`src/rtl/fifo_pkg.sv`:
```
// rtl/fifo_pkg.sv - shared constants and pointer-width helper for the sync FIFO
package fifo_pkg;

  localparam int AE_THRESH_DEF = 2;
  // almost_full defaults to this many entries below DEPTH
  localparam int AF_MARGIN_DEF = 2;

  function automatic int ptr_width(input int depth);
    return $clog2(depth) + 1;
  endfunction

endpackage

```
`src/rtl/fifo_mem.sv`:
```
// rtl/fifo_mem.sv - DEPTH x WIDTH storage, synchronous write, asynchronous read
module fifo_mem #(
  parameter int WIDTH = 8,
  parameter int DEPTH = 16
) (
  input  logic                       clk_i,
  input  logic                       we_i,
  input  logic [$clog2(DEPTH)-1:0]   waddr_i,
  input  logic [WIDTH-1:0]           wdata_i,
  input  logic [$clog2(DEPTH)-1:0]   raddr_i,
  output logic [WIDTH-1:0]           rdata_o
);

  logic [WIDTH-1:0] mem_q [DEPTH];

  always_ff @(posedge clk_i) begin
    if (we_i) begin
      mem_q[waddr_i] <= wdata_i;
    end
  end

  assign rdata_o = mem_q[raddr_i];

endmodule

```
`src/rtl/param_sync_fifo.sv`:
```
// rtl/param_sync_fifo.sv - single-clock FIFO with registered or fall-through read
module param_sync_fifo
  import fifo_pkg::*;
#(
  parameter int WIDTH     = 8,
  parameter int DEPTH     = 16,
  parameter int FWFT      = 0,
  parameter int AF_THRESH = DEPTH - AF_MARGIN_DEF,
  parameter int AE_THRESH = AE_THRESH_DEF
) (
  input  logic                     clk,
  input  logic                     res_n,
  input  logic                     flush,
  input  logic                     wr_en,
  input  logic [WIDTH-1:0]         wdata,
  input  logic                     rd_en,
  output logic [WIDTH-1:0]         rdata,
  output logic                     full,
  output logic                     empty,
  output logic                     almost_full,
  output logic                     almost_empty,
  output logic [$clog2(DEPTH):0]   count,
  output logic                     overflow,
  output logic                     underflow,
  input  logic                     err_clr
);

  localparam int PW = ptr_width(DEPTH);
  localparam int AW = PW - 1;
  localparam logic [PW-1:0] AF_LVL = PW'(AF_THRESH);
  localparam logic [PW-1:0] AE_LVL = PW'(AE_THRESH);

  logic [PW-1:0]    wptr_q, wptr_d, rptr_q, rptr_d;
  logic [PW-1:0]    count_q, count_d;
  logic             ovf_q, ovf_d, udf_q, udf_d;
  logic             wr_acc, rd_acc;
  logic [WIDTH-1:0] head_word;

  // MSB of each pointer is the wrap bit: equal addresses with differing wrap means full
  assign empty        = (wptr_q == rptr_q);
  assign full         = (wptr_q[AW-1:0] == rptr_q[AW-1:0]) && (wptr_q[AW] != rptr_q[AW]);
  assign almost_full  = (count_q >= AF_LVL);
  assign almost_empty = (count_q <= AE_LVL);
  assign count        = count_q;
  assign overflow     = ovf_q;
  assign underflow    = udf_q;

  assign wr_acc = wr_en && !full  && !flush;
  assign rd_acc = rd_en && !empty && !flush;

  always_comb begin
    wptr_d  = wptr_q;
    rptr_d  = rptr_q;
    count_d = count_q;
    ovf_d   = ovf_q;
    udf_d   = udf_q;
    if (flush) begin
      wptr_d  = '0;
      rptr_d  = '0;
      count_d = '0;
    end else begin
      if (wr_acc) wptr_d = wptr_q + 1'b1;
      if (rd_acc) rptr_d = rptr_q + 1'b1;
      case ({wr_acc, rd_acc})
        2'b10:   count_d = count_q + 1'b1;
        2'b01:   count_d = count_q - 1'b1;
        default: count_d = count_q;
      endcase
      // a new error event takes priority over a clear in the same cycle
      if (wr_en && full)       ovf_d = 1'b1;
      else if (err_clr)        ovf_d = 1'b0;
      if (rd_en && empty)      udf_d = 1'b1;
      else if (err_clr)        udf_d = 1'b0;
    end
  end

  always_ff @(posedge clk or negedge res_n) begin
    if (!res_n) begin
      wptr_q  <= '0;
      rptr_q  <= '0;
      count_q <= '0;
      ovf_q   <= 1'b0;
      udf_q   <= 1'b0;
    end else begin
      wptr_q  <= wptr_d;
      rptr_q  <= rptr_d;
      count_q <= count_d;
      ovf_q   <= ovf_d;
      udf_q   <= udf_d;
    end
  end

  fifo_mem #(
    .WIDTH (WIDTH),
    .DEPTH (DEPTH)
  ) u_mem (
    .clk_i   (clk),
    .we_i    (wr_acc),
    .waddr_i (wptr_q[AW-1:0]),
    .wdata_i (wdata),
    .raddr_i (rptr_q[AW-1:0]),
    .rdata_o (head_word)
  );

  generate
    if (FWFT == 0) begin : g_reg_read
      logic [WIDTH-1:0] rdata_q;
      always_ff @(posedge clk or negedge res_n) begin
        if (!res_n)      rdata_q <= '0;
        else if (rd_acc) rdata_q <= head_word;
      end
      assign rdata = rdata_q;
    end else begin : g_fwft_read
      assign rdata = empty ? '0 : head_word;
    end
  endgenerate

endmodule
```
`config.mk`:
```
export PLATFORM = sky130hd
export DESIGN_NAME = param_sync_fifo
export DESIGN_NICKNAME = d
export VERILOG_FILES = /design/src/rtl/fifo_pkg.sv /design/src/rtl/fifo_mem.sv /design/src/rtl/param_sync_fifo.sv
export SDC_FILE = /design/constraint.sdc
export NUM_CORES = 1
export LEC_CHECK = 0
export CAP_MARGIN = 10
export CORE_MARGIN = 5
export CORE_UTILIZATION = 64
export DETAILED_ROUTE_END_ITERATION = 8
export HOLD_SLACK_MARGIN = 0.1
export PLACE_DENSITY = 0.81
export SYNTH_ARGS = -nofsm -noshare
export SYNTH_HDL_FRONTEND = slang
export SYNTH_HIERARCHICAL = 1
export SYNTH_SLANG_ARGS = --single-unit
```
`constraint.sdc`:
```
create_clock -name clk -period 6.8 [get_ports clk]
set_input_delay 1.7 -clock clk [delete_from_list [all_inputs] [get_ports clk]]
set_output_delay 1.7 -clock clk [all_outputs]
set_load 0.01 [all_outputs]
```
Word-level counts from Yosys, hierarchy flattened
Memories as Yosys holds them, arrays and structs flattened. A register that Yosys moved wholly into a read port is not among the register bits.
Cells that the tools add are included.
{"block": "word_totals", "memories": 1, "in_bits": 14, "elab_cells": 47, "out_inout_bits": 19, "ramBits": 128, "regBits": 17}
{"block": "classes", "muxes": 11, "n_bitwise": 1, "n_eq_ne": 5, "n_addsub": 4, "n_reduce_logical": 18, "n_lt_le_gt_ge": 2}
{"memory": "u_mem.mem_q", "words": 16, "width": 8, "rd": 1, "rd_ports_with_merged_regs": 1, "write_ports": 1, "line": "fifo_mem.sv:14", "text": "logic [WIDTH-1:0] mem_q [DEPTH];"}
{"cell": "5-bit 2-to-1 mux", "n": 5}
{"cell": "5-bit by 1-bit adder with 5-bit output, second input constant", "n": 3}
{"cell": "5-bit one-hot mux with 2 select lines", "n": 1}
{"cell": "2-bit nonzero test", "n": 4}
{"cell": "1-bit logical AND", "n": 7}
{"cell": "5-bit equality test", "n": 1}
{"cell": "5-bit by 4-bit >= comparator with 1-bit output, second input constant", "n": 1}
{"cell": "5-bit by 2-bit less-or-equal comparator with 1-bit output, second input constant", "n": 1}
{"cell": "1-bit 2-to-1 mux", "n": 5}
{"cell": "5-bit by 1-bit subtractor with 5-bit output, second input constant", "n": 1}
{"cell": "4-bit equality test", "n": 1}
{"cell": "1-bit zero test", "n": 4}
{"cell": "2-bit AND reduction", "n": 2}
{"cell": "3-bit nonzero test", "n": 1}
{"cell": "2-bit by 1-bit equality test with 1-bit output, second input constant", "n": 1}
{"cell": "2-bit equality test, second input constant", "n": 1}
{"cell": "1-bit != test", "n": 1}
{"cell": "1-bit NOT", "n": 1}

Longest topological paths before layout
Gate-level depths: netlist (run 1).
{"block": "depth", "word_depth": 8, "ltp_mapped": 12, "mapped_depth_nobuf": 11}

By module
The synthesis (run 1) kept the hierarchy.
{"module": "fifo_mem", "cells_each": 221, "seq_area_each_um2": 3843.7, "n_inst": 1, "area_each_um2": 4987.3}
{"module": "param_sync_fifo", "cells_each": 132, "seq_area_each_um2": 625.6, "n_inst": 1, "area_each_um2": 1483.9}

Least setup slack after synthesis (run 1)
Ideal clock, no wire load.
{"block": "synth_timing", "path_type": "input to register", "start": "in flush", "end": "mem u_mem.mem_q[0][0] (enable)", "path_buffers": 2, "required_ns": 6.417, "setup_ns": 0.383, "setup_slack_ns": 3.003, "path_stages": 5, "t_arrival_ns": 3.414, "path_cell_list": "clkbuf_1 -> clkbuf_1 -> nor2_1 -> or3b_2 -> nor3_1"}
{"block": "synth_between", "elab_chain_len": 4}
{"element": "start, declared", "line": "param_sync_fifo.sv:13", "text": "input logic flush,"}
{"element": "1-bit zero test", "line": "param_sync_fifo.sv:48", "text": "assign wr_acc = wr_en && !full && !flush;"}
{"element": "1-bit logical AND", "line": "param_sync_fifo.sv:48"}
{"element": "net wr_acc", "line": "param_sync_fifo.sv:36", "text": "logic wr_acc, rd_acc;"}
{"element": "1-bit 2-to-1 mux", "line": "fifo_mem.sv:17", "text": "if (we_i) begin"}
{"element": "1-bit 2-to-1 mux (implied by the code)", "line": "fifo_mem.sv:18", "text": "mem_q[waddr_i] <= wdata_i;"}
{"element": "end, declared", "line": "fifo_mem.sv:14"}
The timed path passes the listed nets, and every way through them passes these cells.

Worst setup path in the final report (run 1)
{"block": "layout_timing", "start": "in flush", "end": "reg count_q[4], in the netlist count[4]"}
{"block": "layout_between", "elab_chain_len": 5, "elab_cells_between_ends": 8, "classes_between": "eq/ne (2); mux (2); reduce/logical (4)"}
{"element": "1-bit zero test", "line": "param_sync_fifo.sv:48, param_sync_fifo.sv:49"}
{"element": "1-bit logical AND, on equally long branches", "line": "param_sync_fifo.sv:49, param_sync_fifo.sv:48"}
{"element": "2-bit by 1-bit equality test with 1-bit output / 2-bit equality test (equally long branches)", "line": "param_sync_fifo.sv:64", "text": "case ({wr_acc, rd_acc})"}
{"element": "5-bit one-hot mux with 2 select lines", "line": "param_sync_fifo.sv:64"}
{"element": "5-bit 2-to-1 mux", "line": "param_sync_fifo.sv:57", "text": "if (flush) begin"}
{"element": "end signal, assigned", "line": "param_sync_fifo.sv:87", "text": "count_q <= count_d;"}
{"element": "end, declared", "line": "param_sync_fifo.sv:34", "text": "logic [PW-1:0] count_q, count_d;"}
Several ways; a longest one is shown, not always the timed one.
A chain may end at the register's enable or synchronous reset.

==> summary.md, run 1 <==
| Metric | Value |
|---|---|
| P_sw | 0.586 mW |
| Vias per inst | 6.50 |
| Min-delay worst type | reg2reg |
| Area taken by multi-input logic gates | 1860 um2 |
| DRC | 0 |
| Clock share of power | 0.377 |
| Clock skew | 0.00883 ns |
| # fillers | 566 |
| Internal power | 1.84 mW |
| Diode count | 0 |
| H-Tree Depth | 4 |
| Crit path kind | in2reg |
| Slew HR | 0.223 |
| Final setup fails | 0 |
| Resized cells post-CTS | 0 |
| Initial Util | 0.659 |
| Max Clk Rate | 0.215 GHz |
| Avg Cell Area, Syn | 18.3 um2 |
| GRT Total Usage | 0.227 |
| RSZ-0062 raised after global routing | no |
| Die area | 12200 um2 |
| CP arrival | 5.06 ns |
| Setup_tns | 0 ns |
| Inst Count DP | 507 |
| Die height | 111 um |
| Final HPWL DP | 7930 um |
| Post-synthesis cell count | 353 |
| Final wirelength | 13000 um |
| Layout cells sized above 1 | 0.175 |
| Root Buffer | clkbuf_8 |
| Die width | 111 um |
| Area growth from synthesis to layout | 15.1% |
| Post-place setup slack | 1.62 ns |
| Fraction of registers with async set/reset | 0.163 |
| Hold_ws | 0.493 ns |
| Grt ovf | 0 |
| Ys Warns | 6 |
| P per Cell Area | 326 nW/um2 |
| Clock Latency Late Sink | 0.53 ns |
| Avg WL per Cell | 24.0 um |
| Worst Path Max Fanout | 19 |
| Worst Setup Start Kind | input pin |
| Period utilization | 0.683 |
| CP endpoint kind | flop |
| Sw frac | 0.242 |
| Slew @ Worst Pin | 1.16 ns |
| Pin count of the biggest net entering global routing | 37 |
| Min Tclk post-route | 4.65 ns |
| Setup Fix Bufs, Post-CTS | 0 |
| VDD IR-drop max | 0.261 mV |
| Pleak | 2.53 nW |
| Sequential standard cell area | 4470 um2 |
| Clock-pin slew on the worst setup and hold paths | 0.06 ns |
| Hold Vio Cnt, Final | 0 |
| Final Util | 0.759 |
| DRT iter0 DRCs | 469 |
| Clock Tree Buf Depth | 2 |
| Comb pwr share | 0.171 |
| Clk sinks | 153 |
| Post-synthesis cell type count | 51 |
| Final critical-path setup slack | 2.15 ns |
| Floorplan core area | 9820 um2 |
| CTS tree | done |
| RePlAce Congestion | 0.830 |
| Final Non-Filler Cells | 539 |
| Post-synthesis register bit count | 153 |
| Data required, critical path | 7.21 ns |
| Status | finished, final reports clean |
| Post-Syn Area | 6470 um2 |
| Ports | 33 |
| TritonCTS Buffers | 17 |
| Port Buffer Count | 32 |
| Initial antenna violation count | 0 |
| Synth Net Count | 373 |
| Final #Nets | 414 |
| Post-route ant nets | 0 |
| Number of flops mapped to enable cells by yosys | 128 |
| First-pass iteration count of the detailed router | 5 |
| DR vias | 3503 |
| Slew Limit Fails | 0 |
| Site row count | 36 |
| MaxCap Viol Count | 0 |
| CTS Hold Bufs | 0 |
| Register area share after synthesis | 0.691 |
| Synth Flop Type | edfxtp_1 |
| First-pass GRT wire length | 20700 um |
| Reg power frac | 0.452 |
| Vias in the first global route | 3546 |
through the flow:
stage                     area [um2]  power [mW]
after CTS                       7440        2.44
after detailed placement        6870        1.53
after global routing            7450        2.52
after floorplan                 6470        1.38
after global placement          6870        1.52
final                           7450        2.43
metal layers:
layer	part of all wire	routed length, um	track usage
met1	0.41	5350	0.321
met5	0	0	0
met4	0.021	278	0.0813
met3	0.084	1090	0.0706
met2	0.48	6230	0.339
flip-flops by register name, summed over array words and instances, names as in the netlist:
| signal | count |
|---|---|
| rdata | 8 |
| overflow | 1 |
| wptr_q | 5 |
| rptr_q | 5 |
| count | 5 |
| u_mem/mem_q | 128 |
| underflow | 1 |
logic make-up (layout without fill, tap and decap cells):
logic type	count (synthesis)	after routing	share of synthesized area
flip-flops	153	153	0.691
XOR/XNOR	16	16	0.0228
adder cells (fa/ha/maj)	6	6	0.0128
buffers and inverters	19	72	0.0215
AND/OR/NAND/NOR	70	70	0.0551
AO/OA/AOI/OAI	42	42	0.0460
multiplexers	47	47	0.151
critical path, cell delays in order:
cell	delay (ns)
clkdlybuf4s50_1	0.77
nor3b_2	1.04
and2_1	0.30
ha_1	0.28
nor2b_1	0.14
o21ai_0	0.20
nand2b_1	0.08
a32oi_1	0.21
mux2_1	0.33
path summary, 6_finish.rpt:
| path | from | to | slack (ns) | cells past startpoint |
|---|---|---|---|---|
| max in group asynchronous | res_n | rptr_q[0] | 5.01 | 2 |
| max | flush | count[4] | 2.15 | 9 |
| max reg2reg | rptr_q[0] | count[4] | 2.87 | 12 |
| min | underflow | underflow | 0.49 | 1 |
| min reg2reg | underflow | underflow | 0.49 | 1 |
| min in group asynchronous | res_n | rdata[6] | 1.53 | 2 |
final cells by class:
cell class / instances / share of cell area
inverters: 3 / 0.00151
well taps: 133 / 0.0223
repair buffers: 38 / 0.0487
multi-input cells: 181 / 0.250
flip-flops and latches: 153 / 0.600
clock inverters: 11 / 0.0200
clock buffers: 20 / 0.0571
cell usage in the layout (no fill, tap or decap), drive strengths merged, types with 2 or more instances in the layout:
cell type,synthesis,layout
nand3,4,4
buf,10,6
o21ai,7,7
mux4,32,32
clkinv,0,5
nor2b,3,3
a22oi,16,16
and2,3,3
xnor2,10,10
mux2,10,10
nor3,4,4
inv,3,4
edfxtp,128,128
nand2b,4,4
bufinv,0,3
mux2i,5,5
clkdlybuf4s50,0,32
nand2,11,11
xor2,6,6
clkinvlp,0,2
ha,5,5
nor2,28,28
nand4,4,4
clkbuf,3,20
o211ai,3,3
nand3b,2,2
dfrtp,25,25
a32o,2,2
a21oi,8,8
power groups by stage:
stage | registers [mW] | clock network, mW | logic, mW
floorplan | 1.12 | 0 | 0.265
global placement | 1.11 | 0 | 0.408
detailed placement | 1.11 | 0 | 0.413
CTS | 1.10 | 0.929 | 0.417
global route | 1.10 | 0.968 | 0.446
finish | 1.10 | 0.914 | 0.415
Yosys cell counts, types with 2 or more instances:
cell,number,share of area
and2_1,3,0.0029
dfrtp_1,25,0.097
buf_2,3,0.0023
nand3b_1,2,0.0023
a22oi_1,16,0.019
nor2b_1,3,0.0029
o21ai_0,6,0.0046
clkdlybuf4s25_2,3,0.0046
mux4_1,14,0.057
a32o_1,2,0.0031
ha_1,5,0.0097
nand2b_1,4,0.0039
buf_4,2,0.0023
o211ai_1,3,0.0035
nor2_1,27,0.016
buf_6,5,0.0087
nor3_1,4,0.0031
nand3_1,4,0.0031
inv_1,3,0.0017
xor2_1,5,0.0068
mux2_4,8,0.019
mux4_2,18,0.063
a21oi_1,7,0.0054
mux2i_1,4,0.0062
xnor2_1,10,0.014
edfxtp_1,128,0.59
clkbuf_1,3,0.0017
nand2_1,11,0.0064
nand4_1,3,0.0029
No activity file was read; power rests on OpenSTA's default activity.
==> run 2: changes to the inputs <==
Settings changed: CORE_UTILIZATION 64 to 54, PLACE_DENSITY 0.81 to 0.73.
Clock period 6.8 ns to 3.9 ns, I/O delays scaled along.
==> run 2 against run 1 <==
Sequential cell count stayed put. Sequential share of layout area decreased by 1.6 points. Cell area grew 2.8%. Setup slack lost 1.5 ns. Utilization down 11 points. Hold slack lost 0.0047 ns. Clock power rose by 87%. Total power is 79% higher. Largest cell class unchanged. Largest power group unchanged. Highest routed layer unchanged.
==> summary.md, run 2 (synthesis results as in run 1) <==
| Metric | Value |
|---|---|
| Data required, critical path | 2.92 ns |
| First-pass GRT wire length | 20500 um |
| Post-route ant nets | 0 |
| Diode count | 0 |
| Commonest non-fill, non-tap cells in the layout | edfxtp_1, clkdlybuf4s50_1, nor2_1 |
| Min Tclk post-route | 3.24 ns |
| Commonest non-fill, non-tap cell in the layout | edfxtp_1 |
| CTS tree | done |
| Setup_tns | 0 ns |
| DRC | 0 |
| Setup Fix Bufs, Post-CTS | 0 |
| Clock Tree Buf Depth | 2 |
| Comb pwr share | 0.167 |
| Sw frac | 0.230 |
| Worst setup endpoint | empty |
| Max reg flops | 128 |
| Clk sinks | 153 |
| CP endpoint kind | primary output |
| Ports | 33 |
| Most flops, register | u_mem/mem_q |
| RePlAce Congestion | 0.797 |
| Die area | 14300 um2 |
| Area taken by multi-input logic gates | 1860 um2 |
| Crit-path max cell delay | 0.57 ns |
| Die width | 119 um |
| Site row count | 40 |
| Buffers & Inverters on Critical Path | 1 |
| Max Clk Rate | 0.308 GHz |
| Worst Path Max Fanout | 11 |
| DRT iter0 DRCs | 317 |
| Pin count of the biggest net entering global routing | 36 |
| Root Buffer | clkbuf_16 |
| Layout cells sized above 1 | 0.219 |
| Final #Nets | 432 |
| Floorplan core area | 11900 um2 |
| Pleak | 2.67 nW |
| Post-place setup slack | 0.597 ns |
| Worst Setup SP | wptr_q[1] |
| Initial antenna violation count | 0 |
| Final Util | 0.645 |
| TritonCTS Buffers | 17 |
| Avg WL per Cell | 23.0 um |
| GRT Total Usage | 0.198 |
| Grt ovf | 0 |
| Vias per inst | 6.06 |
| Area growth from synthesis to layout | 18.3% |
| CP arrival | 2.27 ns |
| Slew Limit Fails | 0 |
| Crit path kind | reg2out |
| Reg power frac | 0.438 |
| P per Cell Area | 566 nW/um2 |
| Vias in the first global route | 3563 |
| Worst flop-to-flop path startpoint | wptr_q[1] |
| WP depth | 4 |
| Final Non-Filler Cells | 572 |
| Resized cells post-CTS | 0 |
| Final HPWL DP | 8010 um |
| Clock share of power | 0.395 |
| Delay-heaviest family, CP | buffers and inverters |
| Initial Util | 0.546 |
| # fillers | 803 |
| Status | finished, final reports clean |
| VDD IR-drop max | 0.336 mV |
| H-Tree Depth | 4 |
| Final critical-path setup slack | 0.658 ns |
| Worst Setup Start Kind | flop |
| CTS Hold Bufs | 0 |
| Internal power | 3.34 mW |
| Clock-pin slew on the worst setup and hold paths | 0.06 ns |
| Cell depth of the worst flop-to-flop path | 10 |
| Period utilization | 0.831 |
| P_sw | 0.999 mW |
| Die height | 119 um |
| DR vias | 3464 |
| Terminus of the critical flop-to-flop path | count[4] |
| Clock skew | 0.00933 ns |
| Slew HR | 0.467 |
| RSZ-0062 raised after global routing | no |
| CP max-delay cell | clkdlybuf4s50_1 |
| Final setup fails | 0 |
| First-pass iteration count of the detailed router | 5 |
| Inst Count DP | 540 |
| Hold Vio Cnt, Final | 0 |
| Port Buffer Count | 32 |
| Final wirelength | 13200 um |
| Final Power | 4.34 mW |
| Min-delay worst type | reg2reg |
| Sequential standard cell area | 4470 um2 |
| Clock Latency Late Sink | 0.42 ns |
| Slew @ Worst Pin | 0.796 ns |
| Critical-path cell list | xnor2_1 -> nand4_2 -> nor2_2 -> clkdlybuf4s50_1 |
| Reg2reg setup slack | 0.77 ns |
| MaxCap Viol Count | 0 |
## run 2: cell types whose count changed in the layout (fill, tap and decap cells not counted)
cell        delta
clkbuf_1       -3
clkbuf_16      +1
clkinv_4       -2
clkbuf_8       +1
buf_4         +19
clkinv_2       +4
buf_2          -1
bufinv_16      +1
clkinvlp_4     -1
## run 2: how the worst min path moves through the flow
stage | slack [ns] | depth (start not counted) | end | start
2_1_floorplan | 0.53 | 1 | overflow | overflow
3_3_place_gp | 0.48 | 1 | underflow | underflow
3_5_place_dp | 0.48 | 1 | overflow | overflow
4_1_cts | 0.49 | 1 | overflow | overflow
5_1_grt | 0.52 | 1 | overflow | overflow
6_report | 0.49 | 1 | overflow | overflow
## run 2: stage by stage
step           area (um2)  hold WS (ns)
6_report             7660         0.488
5_1_grt              7660         0.516
4_1_cts              7660         0.492
3_5_place_dp         7030         0.480
3_3_place_gp         7030         0.477
2_1_floorplan        6470         0.532
## run 2: per-layer routing
layer	vias up	GRT usage	wire length, um	share of wire
met2	107	0.327	6740	0.51
met3	27	0.0423	727	0.055
met5	-	0	0	0
met4	0	0.0959	386	0.029
met1	1796	0.250	5330	0.40
li1	1534	-	-	-
## run 2: area by class of cell
cell class | count | area share
multi-input combinational | 181 | 0.243
tap | 147 | 0.0240
timing repair buffer | 56 | 0.0654
clock buffer | 19 | 0.0592
inverter | 3 | 0.00147
sequential | 153 | 0.584
clock inverter | 13 | 0.0227
## run 2: power groups by stage
stage               Combinational [mW]  Sequential [mW]  Clock (mW)
CTS                              0.739             1.90        1.74
floorplan                        0.462             1.95           0
global route                     0.781             1.91        1.81
finish                           0.725             1.90        1.71
global placement                 0.721             1.93           0
detailed placement               0.728             1.93           0
## run 2: worst register-to-register path, cell delays in order (launching register included)
cell and delay, ns:
dfrtp_1 0.51, xnor2_1 0.27, nand4_2 0.27, o21ai_1 0.43
and2_1 0.25, ha_1 0.28, nor2b_1 0.14, o21ai_0 0.23
nand2b_1 0.09, a32oi_1 0.21, mux2_1 0.33
==> run 3: changes to the inputs <==
Settings changed: CORE_UTILIZATION 54 to 60, PLACE_DENSITY 0.73 to 0.77.
Clock period 3.9 ns to 3 ns, I/O delays scaled along.
==> run 3 against run 2 <==
Register-to-register slack got worse by 0.45 ns. Cell area increased by 0.60%. Setup slack got worse by 0.55 ns. Combinational power increased by 35%. Die area decreased by 9.2%. Clock-buffer cell count decreased by 2. Clock skew decreased by 0.0012 ns. Hold slack improved by 0.0095 ns. Highest routed layer unchanged.
==> summary.md, run 3 (synthesis results as in run 1) <==
| Metric | Value |
|---|---|
| Status | finished, final reports clean |
| CP endpoint kind | primary output |
| Clock Latency Late Sink | 0.52 ns |
| Grt ovf | 0 |
| GRT Total Usage | 0.215 |
| Floorplan core area | 10700 um2 |
| DRC | 0 |
| CTS tree | done |
| Slew @ Worst Pin | 0.747 ns |
| Initial Util | 0.605 |
| Post-route ant nets | 0 |
| Sw frac | 0.241 |
| Final setup fails | 0 |
| DP Area | 7100 um2 |
| Hold path cells | 1 |
| First-pass iteration count of the detailed router | 5 |
| Port Buffer Count | 32 |
| Inst Count DP | 543 |
| Root Buffer | clkbuf_8 |
| Data required, critical path | 2.25 ns |
| Ports | 33 |
| Final HPWL DP | 8070 um |
| Worst flop-to-flop path startpoint | rptr_q[4] |
| Reg power frac | 0.445 |
| Initial antenna violation count | 0 |
| Fin area | 7700 um2 |
| Avg WL per Cell | 22.6 um |
| Vias per inst | 6.09 |
| MaxCap Viol Count | 0 |
| Setup Fix Bufs, Post-CTS | 0 |
| Max reg flops | 128 |
| Min Tclk post-route | 2.89 ns |
| Most flops, register | u_mem/mem_q |
| Area growth from synthesis to layout | 19.0% |
| Clock-pin slew on the worst setup and hold paths | 0.06 ns |
| P per Cell Area | 718 nW/um2 |
| Hold_ws | 0.498 ns |
| Crit path kind | reg2out |
| DRT iter0 DRCs | 271 |
| Hold Vio Cnt, Final | 0 |
| Min-delay src | overflow |
| Slew HR | 0.501 |
| Pin count of the biggest net entering global routing | 36 |
| Clk sinks | 153 |
| Vias in the first global route | 3699 |
| Reg2reg setup slack | 0.32 ns |
| Diode count | 0 |
| Comb pwr share | 0.178 |
| DR vias | 3499 |
| First-pass GRT wire length | 20300 um |
| CP arrival | 2.14 ns |
| Period utilization | 0.965 |
| Clock skew | 0.00812 ns |
| # fillers | 655 |
| Site row count | 38 |
| Worst Path Max Fanout | 8 |
| Die height | 114 um |
| Die area | 13000 um2 |
| Max Clk Rate | 0.346 GHz |
| Final wirelength | 13000 um |
| Cell depth of the worst flop-to-flop path | 10 |
| Final #Nets | 442 |
| Terminus of the critical flop-to-flop path | count[4] |
| TritonCTS Buffers | 17 |
| P_sw | 1.33 mW |
| Final Non-Filler Cells | 575 |
| Clock share of power | 0.377 |
| Min-delay worst type | reg2reg |
| Endpoint, Worst Hold | overflow |
| RSZ-0062 raised after global routing | no |
| H-Tree Depth | 4 |
| Worst Setup Start Kind | flop |
| Layout cells sized above 1 | 0.246 |
| RePlAce Congestion | 0.921 |
| Clock Tree Buf Depth | 2 |
| Slew Limit Fails | 0 |
| Internal power | 4.20 mW |
| Commonest non-fill, non-tap cells in the layout | edfxtp_1, buf_4, clkdlybuf4s50_1 |
| Commonest non-fill, non-tap cell in the layout | edfxtp_1 |
| VDD IR-drop max | 0.483 mV |
| Pleak | 2.70 nW |
| Die width | 114 um |
[run 3: cell types whose count changed in the layout (fill, tap and decap cells not counted), moves of 2 or more]
cell and delta:
clkinv_4 +4, xnor2_1 -2, buf_4 +10, dfrtp_1 -2, clkinv_2 -2, dfrtp_2 +2, xnor2_2 +2
[run 3: area by class of cell]
| class | count | area (um2) | area share |
|---|---|---|---|
| tap | 140 | 175 | 0.0227 |
| clock buffer | 17 | 414 | 0.0538 |
| inverter | 3 | 11.3 | 0.00146 |
| multi-input combinational | 181 | 1880 | 0.244 |
| timing repair buffer | 66 | 574 | 0.0746 |
| clock inverter | 15 | 176 | 0.0229 |
| sequential | 153 | 4470 | 0.581 |
[run 3: timing repair]
action / in CTS / in global routing
resized for setup: 5 / 0
hold buffers: 0 / 0
setup endpoints to repair: 1 / 0
[run 3: critical path, stage by stage (launching register included)]
cell and delay (ns):
dfrtp_2 0.48, xnor2_2 0.21, nand4_2 0.16, nor2_2 0.20, clkdlybuf4s50_1 0.57
[run 3: per-layer routing]
layer / share of wire / up-vias / global-route usage
met5: 0 / - / 0
met3: 0.069 / 22 / 0.0557
met4: 0.021 / 0 / 0.0855
met1: 0.40 / 1795 / 0.281
li1: - / 1553 / -
met2: 0.51 / 129 / 0.351
[run 3: power groups by stage]
stage	clock [mW]	sequential [mW]	combinational, mW
2_1_floorplan	0	2.53	0.600
3_3_place_gp	0	2.50	0.963
3_5_place_dp	0	2.51	0.988
4_1_cts	2.12	2.46	0.995
5_1_grt	2.24	2.47	1.05
6_report	2.09	2.46	0.982
[run 3: metrics by stage]
| stage | TNS (ns) | setup WS [ns] | utilization | power, mW |
|---|---|---|---|---|
| final | 0 | 0.106 | 0.720 | 5.53 |
| after global routing | 0 | 0.00962 | 0.720 | 5.77 |
| after CTS | 0 | 0.105 | 0.720 | 5.57 |
| after detailed placement | -0.00130 | -0.00130 | 0.663 | 3.49 |
| after global placement | 0 | 0.0701 | 0.663 | 3.46 |
| after floorplan | 0 | 0.153 | - | 3.13 |
[run 3: worst max-delay path by stage]
stage | endpoint | slack [ns] | cells past startpoint | start
floorplan | u_mem/mem_q[0][0] | 0.15 | 5 | flush
global placement | count[4] | 0.07 | 9 | rd_en
global route | almost_empty | 0.01 | 2 | count[0]
finish | empty | 0.11 | 4 | rptr_q[2]
detailed placement | count[4] | -0.001 | 9 | rd_en
CTS | empty | 0.11 | 4 | rptr_q[2]
